## src/rtl/rr_arb_pkg.sv

```systemverilog
// Shared types and constants for the four-way round-robin mux arbiter.
// Holds the requester count, select width, FSM encoding and a one-hot helper.
package rr_arb_pkg;

  localparam int NREQ         = 4;
  localparam int SEL_W        = 2;
  localparam int DEF_MAX_HOLD = 4;

  typedef enum logic {
    IDLE  = 1'b0,
    GRANT = 1'b1
  } state_t;

  function automatic logic [NREQ-1:0] onehot(input logic [SEL_W-1:0] idx);
    logic [NREQ-1:0] v;
    v      = '0;
    v[idx] = 1'b1;
    return v;
  endfunction

endpackage

```

## src/rtl/rr_pick4.sv

```systemverilog
// Rotating priority encoder: searches last+1, last+2, last+3, last (mod 4)
// and can mask one index so the top level can ask "who else is waiting".
module rr_pick4
  import rr_arb_pkg::*;
(
  input  logic [NREQ-1:0]  req,
  input  logic             excl_en,
  input  logic [SEL_W-1:0] excl_idx,
  input  logic [SEL_W-1:0] last,
  output logic             found,
  output logic [SEL_W-1:0] idx
);

  logic [NREQ-1:0]  cand;
  logic [SEL_W-1:0] cidx;

  // NOTE: every signal driven here gets a default before any branch, so no
  // path leaves a value unassigned and no latch is inferred.
  always_comb begin
    cand  = req;
    found = 1'b0;
    idx   = last;
    cidx  = last;
    if (excl_en) cand[excl_idx] = 1'b0;
    // Walk from lowest to highest priority so the nearest match wins last.
    for (int k = NREQ; k >= 1; k--) begin
      cidx = last + SEL_W'(k);
      if (cand[cidx]) begin
        found = 1'b1;
        idx   = cidx;
      end
    end
  end

endmodule

```

## src/rtl/rr_mux4_arbiter.sv

```systemverilog
// Round-robin arbiter for a shared 4:1 mux resource with registered one-hot
// grant, stable mux select and a hold limit that bounds each ownership period.
module rr_mux4_arbiter
  import rr_arb_pkg::*;
#(
  parameter int MAX_HOLD = DEF_MAX_HOLD,
  parameter int CNT_W    = 4
) (
  input  logic             clk,
  input  logic             rst_n,
  input  logic [NREQ-1:0]  req,
  output logic [NREQ-1:0]  grant,
  output logic [SEL_W-1:0] sel,
  output logic             busy
);

  localparam logic [CNT_W-1:0] HOLD_LAST = CNT_W'(MAX_HOLD - 1);

  state_t           state, state_nxt;
  logic [CNT_W-1:0] count, count_nxt;
  logic [SEL_W-1:0] last, last_nxt;
  logic [SEL_W-1:0] sel_nxt;
  logic [NREQ-1:0]  grant_nxt;
  logic             busy_nxt;

  logic             any_found, oth_found;
  logic [SEL_W-1:0] any_idx, oth_idx;
  logic             win_en;
  logic [SEL_W-1:0] win_idx;

  rr_pick4 u_pick_any (
    .req      (req),
    .excl_en  (1'b0),
    .excl_idx (sel),
    .last     (last),
    .found    (any_found),
    .idx      (any_idx)
  );

  // The owner is sel, so this instance answers "is anyone else waiting".
  rr_pick4 u_pick_oth (
    .req      (req),
    .excl_en  (1'b1),
    .excl_idx (sel),
    .last     (last),
    .found    (oth_found),
    .idx      (oth_idx)
  );

  always_comb begin
    state_nxt = state;
    count_nxt = count;
    last_nxt  = last;
    sel_nxt   = sel;
    grant_nxt = grant;
    busy_nxt  = busy;
    win_en    = 1'b0;
    win_idx   = any_idx;

    unique case (state)
      IDLE: begin
        if (any_found) begin
          win_en  = 1'b1;
          win_idx = any_idx;
        end
      end
      GRANT: begin
        if (!req[sel]) begin
          if (oth_found) begin
            win_en  = 1'b1;
            win_idx = oth_idx;
          end else begin
            state_nxt = IDLE;
            grant_nxt = '0;
            busy_nxt  = 1'b0;
            count_nxt = '0;
          end
        end else if (count == HOLD_LAST) begin
          // A lone owner keeps the bus across its timeout; only the count restarts.
          if (oth_found) begin
            win_en  = 1'b1;
            win_idx = oth_idx;
          end else begin
            count_nxt = '0;
          end
        end else begin
          count_nxt = count + CNT_W'(1);
        end
      end
    endcase

    if (win_en) begin
      state_nxt = GRANT;
      grant_nxt = onehot(win_idx);
      sel_nxt   = win_idx;
      last_nxt  = win_idx;
      busy_nxt  = 1'b1;
      count_nxt = '0;
    end
  end

  // NOTE: sequential state uses non-blocking assignments so every flop samples
  // the pre-edge values regardless of statement order.
  always_ff @(posedge clk) begin
    if (!rst_n) begin
      state <= IDLE;
      count <= '0;
      last  <= SEL_W'(NREQ - 1);
      sel   <= '0;
      grant <= '0;
      busy  <= 1'b0;
    end else begin
      state <= state_nxt;
      count <= count_nxt;
      last  <= last_nxt;
      sel   <= sel_nxt;
      grant <= grant_nxt;
      busy  <= busy_nxt;
    end
  end

endmodule

```

## config.mk

```make
export PLATFORM = sky130hd
export DESIGN_NAME = rr_mux4_arbiter
export DESIGN_NICKNAME = d
export VERILOG_FILES = /design/src/rtl/rr_arb_pkg.sv /design/src/rtl/rr_pick4.sv /design/src/rtl/rr_mux4_arbiter.sv
export SDC_FILE = /design/constraint.sdc
export NUM_CORES = 1
export LEC_CHECK = 0
export ABC_AREA = 0
export CORE_MARGIN = 2
export CORE_UTILIZATION = 49
export DETAILED_ROUTE_END_ITERATION = 8
export PLACE_DENSITY = 0.81
export SLEW_MARGIN = 20
export SYNTH_ARGS = -nofsm -noshare
export SYNTH_HDL_FRONTEND = slang
export SYNTH_HIERARCHICAL = 1
export SYNTH_SLANG_ARGS = --single-unit
```

## constraint.sdc

```tcl
create_clock -name clk -period 1.9 [get_ports clk]
set_input_delay 0.38 -clock clk [delete_from_list [all_inputs] [get_ports clk]]
set_output_delay 0.38 -clock clk [all_outputs]
set_load 0.02 [all_outputs]
```

# Word level (Yosys, flattened, before mapping)
# Index checks and enable logic that the tools add are counted.
[word_totals]
input_bits = 6
memories = 0
latchBits = 0
regBits = 14
output_inout_bits = 7
ramBits = 0
word_cells = 89
mem_bits_ro = 0
[op_classes]
div = 0
order_cmp = 8
n_reduce_logical = 5
muxes = 59
n_bitwise = 4
addsub = 4
mul = 0
shifts = 0
n_eq_ne = 3
[ops]
columns = ["op", "n"]
rows = [
  ["$mux 1", 30],
  ["$mux 4", 7],
  ["$bmux 1 s2", 9],
  ["$lt 2x3->1 const B", 6],
  ["$mux 2", 9],
  ["$add 2x2->2 const B", 2],
  ["$add 4x1->4 const B", 1],
  ["$and 4x4->4", 1],
  ["$demux 1 s2", 2],
  ["$eq 4x2->1 const B", 1],
  ["$ge 2x1->1 const B", 2],
  ["$not 4->4", 1],
  ["$pmux 2 s2", 1],
  ["$reduce_and 3->1", 1],
  ["$add 2x1->2 const B", 1],
  ["$logic_and 1x1->1", 2],
  ["$ne 2x1->1 const B", 1],
  ["$ne 2x2->1 const B", 1],
  ["$not 1->1", 2],
  ["$pmux 1 s2", 1],
  ["$reduce_bool 2->1", 1],
  ["$reduce_or 2->1", 1],
]

# Longest topological paths before layout
# Gate-level depths: netlist of run 1.
[depth]
ltp_word = 21
depth_mapped = 9
mapped_depth_nobuf = 8

# Modules after synthesis
# The synthesis of run 1 kept the hierarchy.
[modules_own_cells]
columns = ["mod", "cells_per_inst", "area_each_um2", "instances", "seq_area_each_um2"]
rows = [
  ["rr_mux4_arbiter", 90, 763.2, 1, 280.3],
  ["rr_pick4", 26, 167.7, 2, 0.0],
]

# Worst setup path before layout of run 1
# OpenSTA, ideal clock, no wires.
[synth_timing]
path_kind = "register to register"
startpoint = "register sel[0]"
endpoint = "register grant[0]"
n_path_buf = 0
path_stages_with_launch = 8
synth_period_minus_slack_ns = 2.050
setup_slack_ns = -0.150
setup_ns = 0.123
required_time_ns = 1.777
t_arrival_ns = 1.928
cell_sequence = "dfxtp_1 -> mux2_4 -> o22a_1 -> or2_1 -> nand2_1 -> a21o_1 -> nor3b_2 -> a221o_2"
[synth_via]
elab_chain_len = 21
elab_cells_between_ends = 42
cone_classes = "4 x order compare; 2 x eq/ne; 30 x mux; 2 x bitwise; 4 x reduce/logical"
[synth_rtl]
columns = ["item", "line", "text"]
rows = [
  ["start: declaration", "rr_mux4_arbiter.sv:13", "output logic [SEL_W-1:0] sel,"],
  ["start signal: assignment", "rr_mux4_arbiter.sv:116", "sel <= sel_nxt;"],
  ["$lt 2x3->1 (implied by the code) or $ge 2x1->1 (tied branches)", "rr_pick4.sv:24", "if (excl_en) cand[excl_idx] = 1'b0;"],
  ["$logic_and 1x1->1", "--", ""],
  ["$mux 1 (implied by the code)", "rr_pick4.sv:24", ""],
  ["$demux 1 s2 (*)", "--", ""],
  ["$not 4->4 (no source line) (*)", "--", ""],
  ["$and 4x4->4 (no source line) (*)", "--", ""],
  ["$bmux 1 s2", "rr_pick4.sv:28", "if (cand[cidx]) begin"],
  ["$mux 1 (implied by the code)", "rr_pick4.sv:28", ""],
  ["(+4 left out)", "--", ""],
  ["named net oth_found", "rr_mux4_arbiter.sv:26", "logic any_found, oth_found;"],
  ["(+1 left out)", "--", ""],
  ["$mux 2", "rr_mux4_arbiter.sv:78", "end else if (count == HOLD_LAST) begin"],
  ["$mux 2", "rr_mux4_arbiter.sv:68", "if (!req[sel]) begin"],
  ["$pmux 2 s2", "rr_mux4_arbiter.sv:60", "unique case (state)"],
  ["$lt 2x3->1 (implied by the code) or $ge 2x1->1 (tied branches)", "rr_arb_pkg.sv:17", "v[idx] = 1'b1;"],
  ["$logic_and 1x1->1 (implied by the code)", "rr_arb_pkg.sv:17", ""],
  ["$mux 1 (implied by the code)", "rr_arb_pkg.sv:17", ""],
  ["$demux 1 s2", "rr_arb_pkg.sv:17", ""],
  ["$mux 4", "rr_mux4_arbiter.sv:92", "if (win_en) begin"],
  ["end signal: assignment", "rr_mux4_arbiter.sv:117", "grant <= grant_nxt;"],
  ["end: declaration", "rr_mux4_arbiter.sv:12", "output logic [NREQ-1:0] grant,"],
]
# The timed path passes the listed nets; every way through them passes the cells marked *. The select of a mux whose other input is x is not followed.
# A chain may end at the register's enable or synchronous reset.

# Worst setup path in the final report of run 1
[layout_timing]
startpoint = "register sel[0]"
endpoint = "register grant[2]"
# The elaborated chain is that of the path after synthesis.

==> results of run 1 <==
-- state kept, by name, summed over array words and instances, names as in the netlist --
name   cells
count      4
grant      4
last       2
sel        2
busy       1
state      1
-- metrics by stage --
| step | instances | hold WS (ps) | area (sq um) | setup TNS, ps | util (%) |
|---|---|---|---|---|---|
| after floorplan | 148 | 467 | 1120 | 0 | - |
| after global placement | 211 | 478 | 1450 | -4440 | 66.9 |
| after detailed placement | 211 | 500 | 1450 | -5520 | 66.9 |
| after CTS | 216 | 520 | 1500 | 0 | 69.1 |
| after global routing | 216 | 551 | 1510 | -77.2 | 69.8 |
| final | 216 | 517 | 1510 | 0 | 69.8 |
-- cells by family after synthesis --
logic type / Yosys count
multiplexers: 7
buffers and inverters: 11
flip-flops: 14
adder cells (fa/ha/maj): 1
other: 2
AND/OR/NAND/NOR: 62
AO/OA/AOI/OAI: 45
-- area by class of cell --
cell class,count,area [sq um]
multi-input cells,123,802
inverters,7,26.3
well taps,28,35.0
fillers,170,656
repair buffers,40,329
clock buffers,4,36.3
flip-flops and latches,14,285
-- routing by layer --
metal	up-vias	wire, um	GRT usage (%)
met2	42	1580	45.2
met3	2	162	7.02
met1	593	1400	32.4
met4	0	25	7.46
li1	609	-	-
met5	-	0	0
-- worst reg2reg max path, delay by kind of cell, from the launching register on --
family,cells,cell delay (ps)
DFF,1,380
AOI/OAI and AO/OA,3,700
and+or+nand+nor,3,400
muxes,1,290
-- how the worst max path moves through the flow --
stage | end | cells after the start | start | slack (ps)
after floorplan | grant[0] | 7 | sel[0] | 20
after global placement | last[1] | 8 | req[0] | -400
after detailed placement | grant[2] | 8 | req[0] | -460
after CTS | grant[2] | 8 | sel[0] | 5
after global routing | grant[2] | 7 | sel[0] | -40
final | grant[2] | 7 | sel[0] | 8
-- cells in the final DEF (no fill, tap or decap), drive strengths merged, types with 7 or more instances in the layout --
master	instances
a21oi	10
buf	28
clkdlybuf4s50	8
conb	8
dfxtp	14
inv	7
nand2	14
nand3	7
nor2	12
nor2b	7
o21ai	12
-- report_power, final --
part	internal, mW	switching [mW]
clock network	0.117	0.0969
registers	0.337	0.0569
logic	0.304	0.303
-- repair_timing --
| action | in CTS | in global routing |
|---|---|---|
| hold endpoints to repair | 0 | 0 |
| buffers inserted | 1 | 0 |
| gates resized for setup | 5 | 6 |
| setup endpoints to repair | 14 | 11 |
==> results.cfg, run 1 <==
[cells_and_area]
syn_to_final_growth_pct = 37.8
layout-drive-gt1-share_pct = 27.1
antennaDiodeCount = 0
nets = 196

[yosys]
synth_ff_type = dfxtp_1
synth_compound_area_share_pct = 27.0
muxShareOfSynthArea_pct = 8.54
synth_adder_area_share_pct = 1.14
synthXorXnorAreaFrac_pct = 0
synthCells = 142
ys_seq_elements = 14
synth_cell_types = 44
synth_largest_area_cell = dfxtp_1
netlist_top_cells_area = dfxtp_1, nand2_1, a21oi_1, nor2_1, nor2b_1
synth_warnings = 6
synth_edf_count = 0
synth_top_area_share_pct = 25.5
netlist_area_sq_um = 1100
synth_top_family_by_area = simple AND/OR/NAND/NOR gates
synth_seq_area_share_pct = 25.5
synth_common_cells = dfxtp_1, nand2_1, nor2_1
synth_simple_gate_area_share_pct = 32.0
async_reset_ff_share_pct = 0
syn_avg_cell_area_sq_um = 7.74

[critical_path]
end_kind = flip-flop
max_stage_delay_ps = 380
r2r_cells = 7
rr_endpoint = grant[2]
crit_type = reg -> reg
start_kind = flip-flop
cpLargestDelayFamily = compound AO/OA/AOI/OAI gates
required_ps = 2070
reg2reg_from = sel[0]
arrival_ps = 2060
crit_chain = mux2_4 -> o22a_1 -> or2_1 -> nand2_1 -> a21o_1 -> nor3b_2 -> a221o_2
worstPathMaxFanout = 4
r2r_slack_ps = 8
cp_slowest_cell = dfxtp_4
critPathBufInv = 0

[die]
placementRows = 17
dieArea_sq_um = 2640
initial_utilization_pct = 50.6
die_w_um = 51.4
die_y_um = 51.4
ios = 13
core_sq_um = 2170

[timing]
slew_viol_final = 0
max_freq_mhz = 529
timing.final.ws_setup_ps = 7.86
rsz0062_at_grt = yes
hold_viol_final = 0
fin_worst_skew_ps = 8.42
finalCritPeriodShare_pct = 99.6
finalCriticalPeriod_ps = 1890
setup_viol = 0

[clocking]
htreeDepth = 1
ctsRootBufferMaster = clkbuf_4
insertion_delay_ps = 280
cts_hold_buf = 0
clock_sinks = 14
numCtsBuffers = 3
cts_tree = done
clk_pin_slew_ps = 90
cts.path.max_buffers = 2

[power_and_ir_drop]
fin_total_pwr_mw = 1.22
powerDensity_nw_per_um2 = 803
max-vdd-ir-drop_mv = 0.619
p_leak_nw = 0.637

[placement]
dp_hpwl_um = 2340
gp_congestion = 0.878
port_buffers = 12
place_ws_ps = -461

[worst_hold_path]
min_path_type = reg -> reg
min_to = busy
hp-start = busy
hold_depth = 2

[detailed_routing]
vias = 1246
antenna_left = 0
drcViolationCount = 0
drt_first_pass_iters = 4
drt_iter0_markers = 56
wl_per_cell_um = 14.7
routed_wl_um = 3170
viasPerCell = 5.77

[global_routing]
grt-ovfl-total = 0
grt_pass1_vias = 1182
global_route.usage.total_pct = 26.4
grt_antenna_before_repair = 0
grt_pass1_wl_um = 5250
grt_max_degree = 14

[status]
status = finished, final reports clean

[run]
drv_cap = 0
No activity file was read; power rests on OpenSTA's default activity.
==> run 2, diff against run 1 <==
Settings changed: PLACE_DENSITY 0.81 to 0.74.
==> results.cfg, run 2 (synthesis gave the netlist of run 1 again) <==
[power_and_ir_drop]
powerDensity_nw_per_um2 = 823
fin_total_pwr_mw = 1.27
max-vdd-ir-drop_mv = 0.631
p_leak_nw = 0.645

[critical_path]
start_kind = flip-flop
worstPathMaxFanout = 6
rr_endpoint = grant[0]
r2r_slack_ps = 60
end_kind = flip-flop
arrival_ps = 2030
crit_type = reg -> reg
r2r_cells = 7
reg2reg_from = sel[0]
required_ps = 2080

[die]
ios = 13
core_sq_um = 2170
initial_utilization_pct = 50.6
dieArea_sq_um = 2640
die_w_um = 51.4
placementRows = 17
die_y_um = 51.4

[global_routing]
grt-ovfl-total = 0
grt_antenna_before_repair = 0
grt_pass1_wl_um = 4910
grt_max_degree = 14
grt_pass1_vias = 1149
global_route.usage.total_pct = 24.3

[timing]
fin_worst_skew_ps = 2.10
rsz0062_at_grt = yes
hold_viol_final = 0
finalCritPeriodShare_pct = 97.0
setup_tns_ps = 0
finalCriticalPeriod_ps = 1840
slew_viol_final = 0
max_freq_mhz = 543
setup_viol = 0

[cells_and_area]
final_cell_mix = buf_4, nand2_1, nor2_1
antennaDiodeCount = 0
fin_cells = 221
layout-drive-gt1-share_pct = 30.1
largest_registers = count (4), grant (4)
nets = 201
multiInputGateArea_sq_um = 803
fillers = 166
mostFrequentLayoutCell = buf_4
regArea_sq_um = 287
syn_to_final_growth_pct = 40.8

[clocking]
cts_tree = done
ctsRootBufferMaster = clkbuf_4
cts_hold_buf = 0
clock_sinks = 14
numCtsBuffers = 3
insertion_delay_ps = 290
cts.path.max_buffers = 2
clk_pin_slew_ps = 90
htreeDepth = 1

[worst_hold_path]
min_to = count[0]
min_path_type = reg -> reg
hold_depth = 2
hp-start = count[0]

[detailed_routing]
drcViolationCount = 0
viasPerCell = 5.58
routed_wl_um = 3020
vias = 1234
antenna_left = 0
drt_first_pass_iters = 4
wl_per_cell_um = 13.7
drt_iter0_markers = 37

[placement]
dp_hpwl_um = 2200
dp.cells = 215
port_buffers = 12
gp_congestion = 0.823

[run]
drv_cap = 0

[status]
status = finished, final reports clean
[run 2: worst max-delay path by stage]
stage | start | end | slack, ps | cells after the start
4_1_cts | req[0] | grant[1] | 50 | 9
5_1_grt | sel[0] | grant[0] | -20 | 7
6_report | sel[0] | grant[0] | 60 | 7
3_5_place_dp | req[3] | grant[0] | -480 | 8
3_3_place_gp | req[3] | grant[2] | -410 | 8
2_1_floorplan | sel[0] | grant[0] | 20 | 7
[run 2: power by group]
group          total (mW)  internal (mW)  switching (mW)  leakage, nW
combinational       0.657          0.351           0.307        0.508
clock               0.220          0.117           0.103       0.0210
sequential          0.395          0.339          0.0566        0.116
[run 2: area by class of cell]
cell class              count  share of cell area, %
flip-flops and latches     14                   18.5
repair buffers             45                   23.2
inverters                   7                   1.70
multi-input cells         123                   51.9
well taps                  28                   2.27
clock buffers               4                   2.35
[run 2: worst max-delay path, stage by stage, from the launching register on]
cell and delay (ps):
dfxtp_4 390, mux2_4 300, o22a_1 170, or2_1 230, nand2_1 80, a21o_1 150, nor3b_2 80, a221o_2 340
[run 2: per-layer routing]
layer / track usage, % / vias up / routed length [um]
met4: 10.1 / 0 / 53
met5: 0 / - / 0
met2: 44.2 / 31 / 1580
li1: - / 620 / -
met1: 29.1 / 577 / 1280
met3: 2.34 / 6 / 101
[run 2: what timing repair did]
| item | in CTS | in global routing |
|---|---|---|
| setup endpoints to repair | 12 | 10 |
| pin swaps | 0 | 0 |
| setup buffers | 0 | 2 |
| resized for setup | 4 | 12 |
[run 2: metrics by stage]
stage | utilization, % | hold slack, ps | area [sq um] | setup slack, ps
floorplan | - | 467 | 1120 | 22.4
global placement | 68.3 | 487 | 1480 | -408
detailed placement | 68.3 | 496 | 1480 | -481
CTS | 69.7 | 515 | 1510 | 49.2
global route | 71.3 | 546 | 1550 | -18.2
finish | 71.3 | 515 | 1550 | 56.9
